===== src/rtl/satadd_pkg.sv =====
// Shared types and constants for the saturating-adder BIST slice.
package satadd_pkg;

    localparam int WIDTH = 12;

    localparam logic [1:0] MODE_UWRAP = 2'd0;
    localparam logic [1:0] MODE_USAT  = 2'd1;
    localparam logic [1:0] MODE_SWRAP = 2'd2;
    localparam logic [1:0] MODE_SSAT  = 2'd3;

    typedef enum logic [2:0] {
        ST_IDLE,
        ST_APPLY,
        ST_SETTLE,
        ST_CHECK,
        ST_DONE
    } state_t;

    // Galois right-shift mask for x^24+x^23+x^22+x^17+1
    localparam logic [23:0] LFSR_POLY = 24'hE10000;

    function automatic logic [23:0] lfsr_step(input logic [23:0] s);
        return s[0] ? ((s >> 1) ^ LFSR_POLY) : (s >> 1);
    endfunction

endpackage


===== src/rtl/satadd_model.sv =====
// Combinational golden model of the 12-bit saturating adder (all four modes).
module satadd_model
    import satadd_pkg::*;
(
    input  logic [WIDTH-1:0] a,
    input  logic [WIDTH-1:0] b,
    input  logic [1:0]       mode,
    output logic [WIDTH-1:0] y_exp
);

    localparam logic [WIDTH-1:0] UMAX = {WIDTH{1'b1}};
    localparam logic [WIDTH-1:0] SMAX = {1'b0, {(WIDTH-1){1'b1}}};
    localparam logic [WIDTH-1:0] SMIN = {1'b1, {(WIDTH-1){1'b0}}};

    function automatic logic [WIDTH-1:0] sat_unsigned(input logic [WIDTH:0] sum);
        return sum[WIDTH] ? UMAX : sum[WIDTH-1:0];
    endfunction

    // Overflow only when both operands share a sign the truncated sum lacks
    function automatic logic [WIDTH-1:0] sat_signed(input logic signed [WIDTH-1:0] x,
                                                    input logic signed [WIDTH-1:0] z,
                                                    input logic [WIDTH:0]          sum);
        logic ovf;
        ovf = (x[WIDTH-1] == z[WIDTH-1]) && (sum[WIDTH-1] != x[WIDTH-1]);
        if (!ovf)
            return sum[WIDTH-1:0];
        return (x < 0) ? SMIN : SMAX;
    endfunction

    logic [WIDTH:0] sum;

    always_comb begin
        sum = {1'b0, a} + {1'b0, b};
        case (mode)
            MODE_USAT: y_exp = sat_unsigned(sum);
            MODE_SSAT: y_exp = sat_signed($signed(a), $signed(b), sum);
            default:   y_exp = sum[WIDTH-1:0];
        endcase
    end

endmodule


===== src/rtl/satadd_vecgen.sv =====
// BIST vector generator/checker around satadd: LFSR operands, golden compare, counters.
// Optional corner-case ROM for the first 8 vectors: define SATADD_VECGEN_CORNER_EN.
module satadd_vecgen
    import satadd_pkg::*;
#(
    parameter int          NUM_VECTORS   = 256,
    parameter int          SETTLE_CYCLES = 4,
    parameter logic [23:0] SEED          = 24'h5A5A5A
) (
    input  logic             clk,
    input  logic             reset,
    input  logic             start,
    output logic [WIDTH-1:0] a_out,
    output logic [WIDTH-1:0] b_out,
    output logic [1:0]       mode_out,
    input  logic [WIDTH-1:0] y_in,
    output logic             busy,
    output logic             done,
    output logic             pass,
    output logic [15:0]      vec_count,
    output logic [15:0]      err_count,
    output logic [15:0]      fail_vec
);

    localparam logic [23:0] SEED_EFF = (SEED == 24'h0) ? 24'h000001 : SEED;
    localparam logic [15:0] NUM_V    = 16'(NUM_VECTORS);
    localparam logic [7:0]  SETTLE_V = 8'(SETTLE_CYCLES);

`ifdef SATADD_VECGEN_CORNER_EN
    function automatic logic [2*WIDTH+1:0] corner_rom(input logic [2:0] idx);
        case (idx)
            3'd0: return {MODE_USAT,  12'hFFF, 12'h001};
            3'd1: return {MODE_USAT,  12'h800, 12'h800};
            3'd2: return {MODE_SSAT,  12'h7FF, 12'h001};
            3'd3: return {MODE_SSAT,  12'h800, 12'hFFF};
            3'd4: return {MODE_UWRAP, 12'hFFF, 12'h001};
            3'd5: return {MODE_SWRAP, 12'h7FF, 12'h001};
            3'd6: return {MODE_SSAT,  12'h400, 12'h400};
            default: return {MODE_USAT, 12'h000, 12'h000};
        endcase
    endfunction
`endif

    state_t           state;
    logic [23:0]      lfsr;
    logic [7:0]       settle_cnt;
    logic [WIDTH-1:0] exp_q;

    logic [WIDTH-1:0] nxt_a, nxt_b, y_exp_nxt;
    logic [1:0]       nxt_mode;
    logic             rom_vec;
    logic             mismatch;
    logic [15:0]      err_nxt, vec_nxt;

    always_comb begin
        nxt_a    = lfsr[23:12];
        nxt_b    = lfsr[11:0];
        nxt_mode = vec_count[1:0];
        rom_vec  = 1'b0;
`ifdef SATADD_VECGEN_CORNER_EN
        if (vec_count < 16'd8) begin
            rom_vec = 1'b1;
            {nxt_mode, nxt_a, nxt_b} = corner_rom(vec_count[2:0]);
        end
`endif
    end

    satadd_model u_model (
        .a     (nxt_a),
        .b     (nxt_b),
        .mode  (nxt_mode),
        .y_exp (y_exp_nxt)
    );

    always_comb begin
        mismatch = (y_in != exp_q);
        err_nxt  = (mismatch && (err_count != 16'hFFFF)) ? err_count + 16'd1 : err_count;
        vec_nxt  = vec_count + 16'd1;
    end

    always_ff @(posedge clk or posedge reset) begin
        if (reset) begin
            state      <= ST_IDLE;
            lfsr       <= SEED_EFF;
            settle_cnt <= 8'd0;
            exp_q      <= '0;
            a_out      <= '0;
            b_out      <= '0;
            mode_out   <= 2'd0;
            busy       <= 1'b0;
            done       <= 1'b0;
            pass       <= 1'b0;
            vec_count  <= 16'd0;
            err_count  <= 16'd0;
            fail_vec   <= 16'hFFFF;
        end else begin
            case (state)
                ST_IDLE, ST_DONE: begin
                    if (start) begin
                        vec_count <= 16'd0;
                        err_count <= 16'd0;
                        fail_vec  <= 16'hFFFF;
                        lfsr      <= SEED_EFF;
                        busy      <= 1'b1;
                        done      <= 1'b0;
                        pass      <= 1'b0;
                        state     <= ST_APPLY;
                    end
                end
                ST_APPLY: begin
                    a_out      <= nxt_a;
                    b_out      <= nxt_b;
                    mode_out   <= nxt_mode;
                    exp_q      <= y_exp_nxt;
                    settle_cnt <= SETTLE_V;
                    state      <= ST_SETTLE;
                end
                ST_SETTLE: begin
                    if (settle_cnt <= 8'd1)
                        state <= ST_CHECK;
                    else
                        settle_cnt <= settle_cnt - 8'd1;
                end
                ST_CHECK: begin
                    err_count <= err_nxt;
                    if (mismatch && (fail_vec == 16'hFFFF))
                        fail_vec <= vec_count;
                    vec_count <= vec_nxt;
                    // Corner vectors leave the LFSR parked on the seed
                    if (!rom_vec)
                        lfsr <= lfsr_step(lfsr);
                    if (vec_nxt == NUM_V) begin
                        busy  <= 1'b0;
                        done  <= 1'b1;
                        pass  <= (err_nxt == 16'd0);
                        state <= ST_DONE;
                    end else begin
                        state <= ST_APPLY;
                    end
                end
                default: state <= ST_IDLE;
            endcase
        end
    end

endmodule


===== config.mk =====
export PLATFORM = sky130hd
export DESIGN_NAME = satadd_vecgen
export DESIGN_NICKNAME = d
export VERILOG_FILES = /design/src/rtl/satadd_pkg.sv /design/src/rtl/satadd_model.sv /design/src/rtl/satadd_vecgen.sv
export SDC_FILE = /design/constraint.sdc
export NUM_CORES = 1
export LEC_CHECK = 0
export ABC_AREA = 1
export CAP_MARGIN = 10
export CELL_PAD_IN_SITES_DETAIL_PLACEMENT = 1
export CELL_PAD_IN_SITES_GLOBAL_PLACEMENT = 1
export CORE_MARGIN = 2
export CORE_UTILIZATION = 40
export DETAILED_ROUTE_END_ITERATION = 8
export PLACE_DENSITY = 0.87
export SETUP_SLACK_MARGIN = 0.05
export SLEW_MARGIN = 10
export SYNTH_ARGS = -nofsm -noshare
export SYNTH_HDL_FRONTEND = slang
export SYNTH_HIERARCHICAL = 1
export SYNTH_SLANG_ARGS = --single-unit
export TNS_END_PERCENT = 10

===== constraint.sdc =====
create_clock -name clk -period 9.56 [get_ports clk]
set_clock_uncertainty 0.05 [all_clocks]
set_input_delay 2.39 -clock clk [delete_from_list [all_inputs] [get_ports clk]]
set_output_delay 2.39 -clock clk [all_outputs]
set_load 0.05 [all_outputs]

==> flow_summary_export.csv <==
group,metric,value,unit
finish,antenna-diode-count,0,
synthesis,synth_compound_area_share,11.7,%
synthesis,synth_simple_gate_area_share,27.8,%
finish,drive_gt1_share,10.5,%
clocking,cts_root_buf,"sky130_fd_sc_hd__clkbuf_16",
detailed_routing,drt_first_iter_violations,319,
synthesis,ys_async_sr_fraction,100,%
sta,period_minus_slack,4.35,ns
synthesis,yosysTopAreaCellShare,34.6,%
clocking,post_cts.repair.setup_buffers,0,
setup_path,start_kind,"primary input",
sta,min_period_over_period,45.5,%
synthesis,yosys_warnings,6,
detailed_routing,via_per_inst,5.23,
synthesis,synth_top_family_by_area,"simple AND/OR/NAND/NOR gates",
synthesis,synth_fp_nets,927,
pwr,switchingPower,1.58,mW
sta,slew_headroom,38.8,%
synthesis,synth.distinct_cells,43,
clocking,clkSlewWorstSetupHoldPaths,0.06,ns
synthesis,yosys-top-cells-area,"sky130_fd_sc_hd__dfrtp_1 35%, sky130_fd_sc_hd__nand2_1 14%, sky130_fd_sc_hd__dfstp_2 11%",
grt,number_of_antenna_violations_at_the_first_check_in_global_routing,0,
placement,placed_cells,1186,
placement,dp.final_hpwl,14700,µm
setup_path,rr_worst_depth,7,
finish,most_common_library_cell_in_the_layout_ignoring_fill_and_taps,"sky130_fd_sc_hd__nand2_1",
grt,grt.total_usage,24.1,%
outcome,run_status,"finished, final reports clean",
setup_path,worst_setup_path_startpoint,"y_in[9]",
synthesis,postSynthAreaPerCell,7.75,µm²
floorplanning,dieHeight,136,µm
grt,number_of_global_route_vias_before_repair,6738,
synthesis,synth_seq_cells,124,
finish,fin_cells,1218,
clocking,cts-hold-fix-buffers,0,
synthesis,synth_mux_area_share,0,%
clocking,clock_insertion_delay_worst_skew,0.42,ns
synthesis,seq_area_frac_synth,45.2,%
pwr,comb_power_share,51.8,%
synthesis,synth_xor_area_share,4.04,%
finish,layout_common_cells,"261 x sky130_fd_sc_hd__nand2_1, 105 x sky130_fd_sc_hd__inv_1, 96 x sky130_fd_sc_hd__dfrtp_1",
placement,gp_congestion,0.825,
detailed_routing,routed_wire_length_per_instance,17.4,µm
pwr,cellInternalPower,1.78,mW
setup_path,reg2reg_setup_slack,6.93,ns
min_path,timing.hold.worst.class,"reg -> reg",
grt,grt_first_pass_wirelength,34700,µm
floorplanning,rows,48,
floorplanning,core_area,17100,µm²
sta,rsz0062_at_grt,"no",
pwr,vdd_ir_drop_max,0.197,mV
sta,hold_viol_final,0,
pwr,register_share_of_total_power,26.5,%
floorplanning,pin_count,92,
finish,filler_cell_count,2106,
finish,fin_util,50.9,%
floorplanning,floorplan.initialDensity,40.5,%
setup_path,timing.critical_path.arrival,4.61,ns
sta,final-max-slew-violation-count,0,
synthesis,syn-instance-count,895,
setup_path,critical_path.reg2reg.startpoint,"state[1]",
job,max_cap_violations,0,
detailed_routing,via_count,6375,
synthesis,synth_enable_flop_cells,0,
detailed_routing,drtAntennaViolNets,0,
grt,grt_start_max_net_pins,68,
floorplanning,width_of_the_die,136,µm
sta,worst_pin_slew,0.917,ns
clocking,htree_num_levels,4,
clocking,numCtsBuffers,17,
clocking,clockBufferDepth,2,
clocking,numClockSinks,124,
detailed_routing,overall_routed_net_length,21200,µm
sta,setup_violations,0,
sta,timing.fmax,230,MHz
synthesis,synth.cell_area,6940,µm²
setup_path,criticalPathCategory,"in -> reg",
clocking,cts-resized-gates,0,
synthesis,netlist.top_cell.by_area,"sky130_fd_sc_hd__dfrtp_1",
pwr,power,3.36,mW
setup_path,critical_path.reg2reg.endpoint,"vec_count[11]",
placement,io_buffer_count,91,
pwr,switching_part_of_the_total,47.0,%
sta,hold-worst-slack,0.433,ns
finish,design.final.nets,1012,
synthesis,post_synthesis_adder_cell_area_fraction,3.17,%
floorplanning,full_die_area,18400,µm²
setup_path,timing.critical_path.fanout_max,19,
synthesis,yosys_most_used_dff,"sky130_fd_sc_hd__dfrtp_1",
setup_path,critical_path_required,9.82,ns
sta,finalSetupTns,0,ns
setup_path,timing.critical_path.to,"pass",
pwr,p_leak,4.07,nW
detailed_routing,drc_errors,0,
clocking,tritoncts,"done",
setup_path,cp-end-kind,"flop",
grt,grt.overflow.total,0,
pwr,power_density,386,nW/µm²
finish,area_growth,25.4,%
pwr,clock_network_fraction_of_total_power,21.8,%
detailed_routing,drt-pass1-iter-count,4,
-- kinds of logic (layout without fill, tap and decap cells) --
| family | count (synthesis) | count (layout) |
|---|---|---|
| AND/OR/NAND/NOR | 439 | 439 |
| AO/OA/AOI/OAI | 142 | 142 |
| buffers and inverters | 141 | 239 |
| flip-flops | 124 | 124 |
| XOR/XNOR | 32 | 32 |
| adder cells (fa/ha/maj) | 17 | 17 |
-- power groups by stage --
stage                     logic, mW  registers, mW  clock network (mW)
after global routing           1.93          0.918               0.760
after CTS                      1.75          0.893               0.737
after floorplan               0.931           1.17                   0
after global placement         1.65          0.885                   0
after detailed placement       1.71          0.895                   0
final                          1.74          0.891               0.732
-- flip-flops by register name (all words and copies together), names as in the netlist, 3 cells and up --
name / flops
a_out: 12
exp_q: 12
b_out: 12
settle_cnt: 8
err_count: 16
lfsr: 24
fail_vec: 16
state: 3
vec_count: 16
-- area by class of cell --
cell class / count / area (µm²) / area share [%]
well taps: 225 / 282 / 3.23
multi-input cells: 630 / 3250 / 37.3
clock buffers: 23 / 488 / 5.61
clock inverters: 9 / 183 / 2.10
flip-flops and latches: 124 / 3140 / 36.1
inverters: 112 / 423 / 4.86
repair buffers: 95 / 941 / 10.8
-- cell usage after synthesis, drive strengths merged (8+ instances only) --
library cell  number
a21oi             14
a22oi             11
a31oi              8
buf               12
clkbuf            17
dfrtp             96
dfstp             28
ha                16
inv              112
nand2            270
nand3             63
nand4             12
nor2              80
nor3              10
o21ai             83
o22ai             18
xnor2              9
xor2              23
-- critical path: stages --
cell and delay, ns:
sky130_fd_sc_hd__clkdlybuf4s50_1 0.42, sky130_fd_sc_hd__inv_1 0.07, sky130_fd_sc_hd__nand2_1 0.06, sky130_fd_sc_hd__nand2_1 0.05, sky130_fd_sc_hd__nand2_1 0.05, sky130_fd_sc_hd__nor2_1 0.16, sky130_fd_sc_hd__nand3_2 0.45, sky130_fd_sc_hd__nand2_2 0.45
sky130_fd_sc_hd__nand2_1 0.11, sky130_fd_sc_hd__nand2_1 0.10, sky130_fd_sc_hd__nor2_1 0.05, sky130_fd_sc_hd__nand2_1 0.06, sky130_fd_sc_hd__nor2_1 0.05, sky130_fd_sc_hd__nand3_1 0.08, sky130_fd_sc_hd__nand2_1 0.05
-- worst min-delay path by stage --
stage | startpoint | end | slack (ns) | cells after the start
floorplan | settle_cnt[5] | settle_cnt[5] | 0.41 | 1
global placement | a_out[10] | a_out[10] | 0.42 | 2
detailed placement | a_out[11] | a_out[11] | 0.42 | 2
CTS | a_out[11] | a_out[11] | 0.44 | 2
global route | settle_cnt[5] | settle_cnt[5] | 0.47 | 1
finish | a_out[10] | a_out[10] | 0.43 | 2
-- through the flow --
step	setup slack, ns	area, µm²
4_1_cts	5.22	8700
3_5_place_dp	4.79	8030
2_1_floorplan	3.87	6940
3_3_place_gp	4.85	8030
5_1_grt	5.03	8700
6_report	5.21	8700
-- metal layers --
metal	share of wire, %	global-route usage [%]
met1	45	30.3
met2	50	41.7
met3	3.1	4.12
met4	2.2	8.56
met5	0	0
Note: power is estimated with default switching activity, not from simulation.
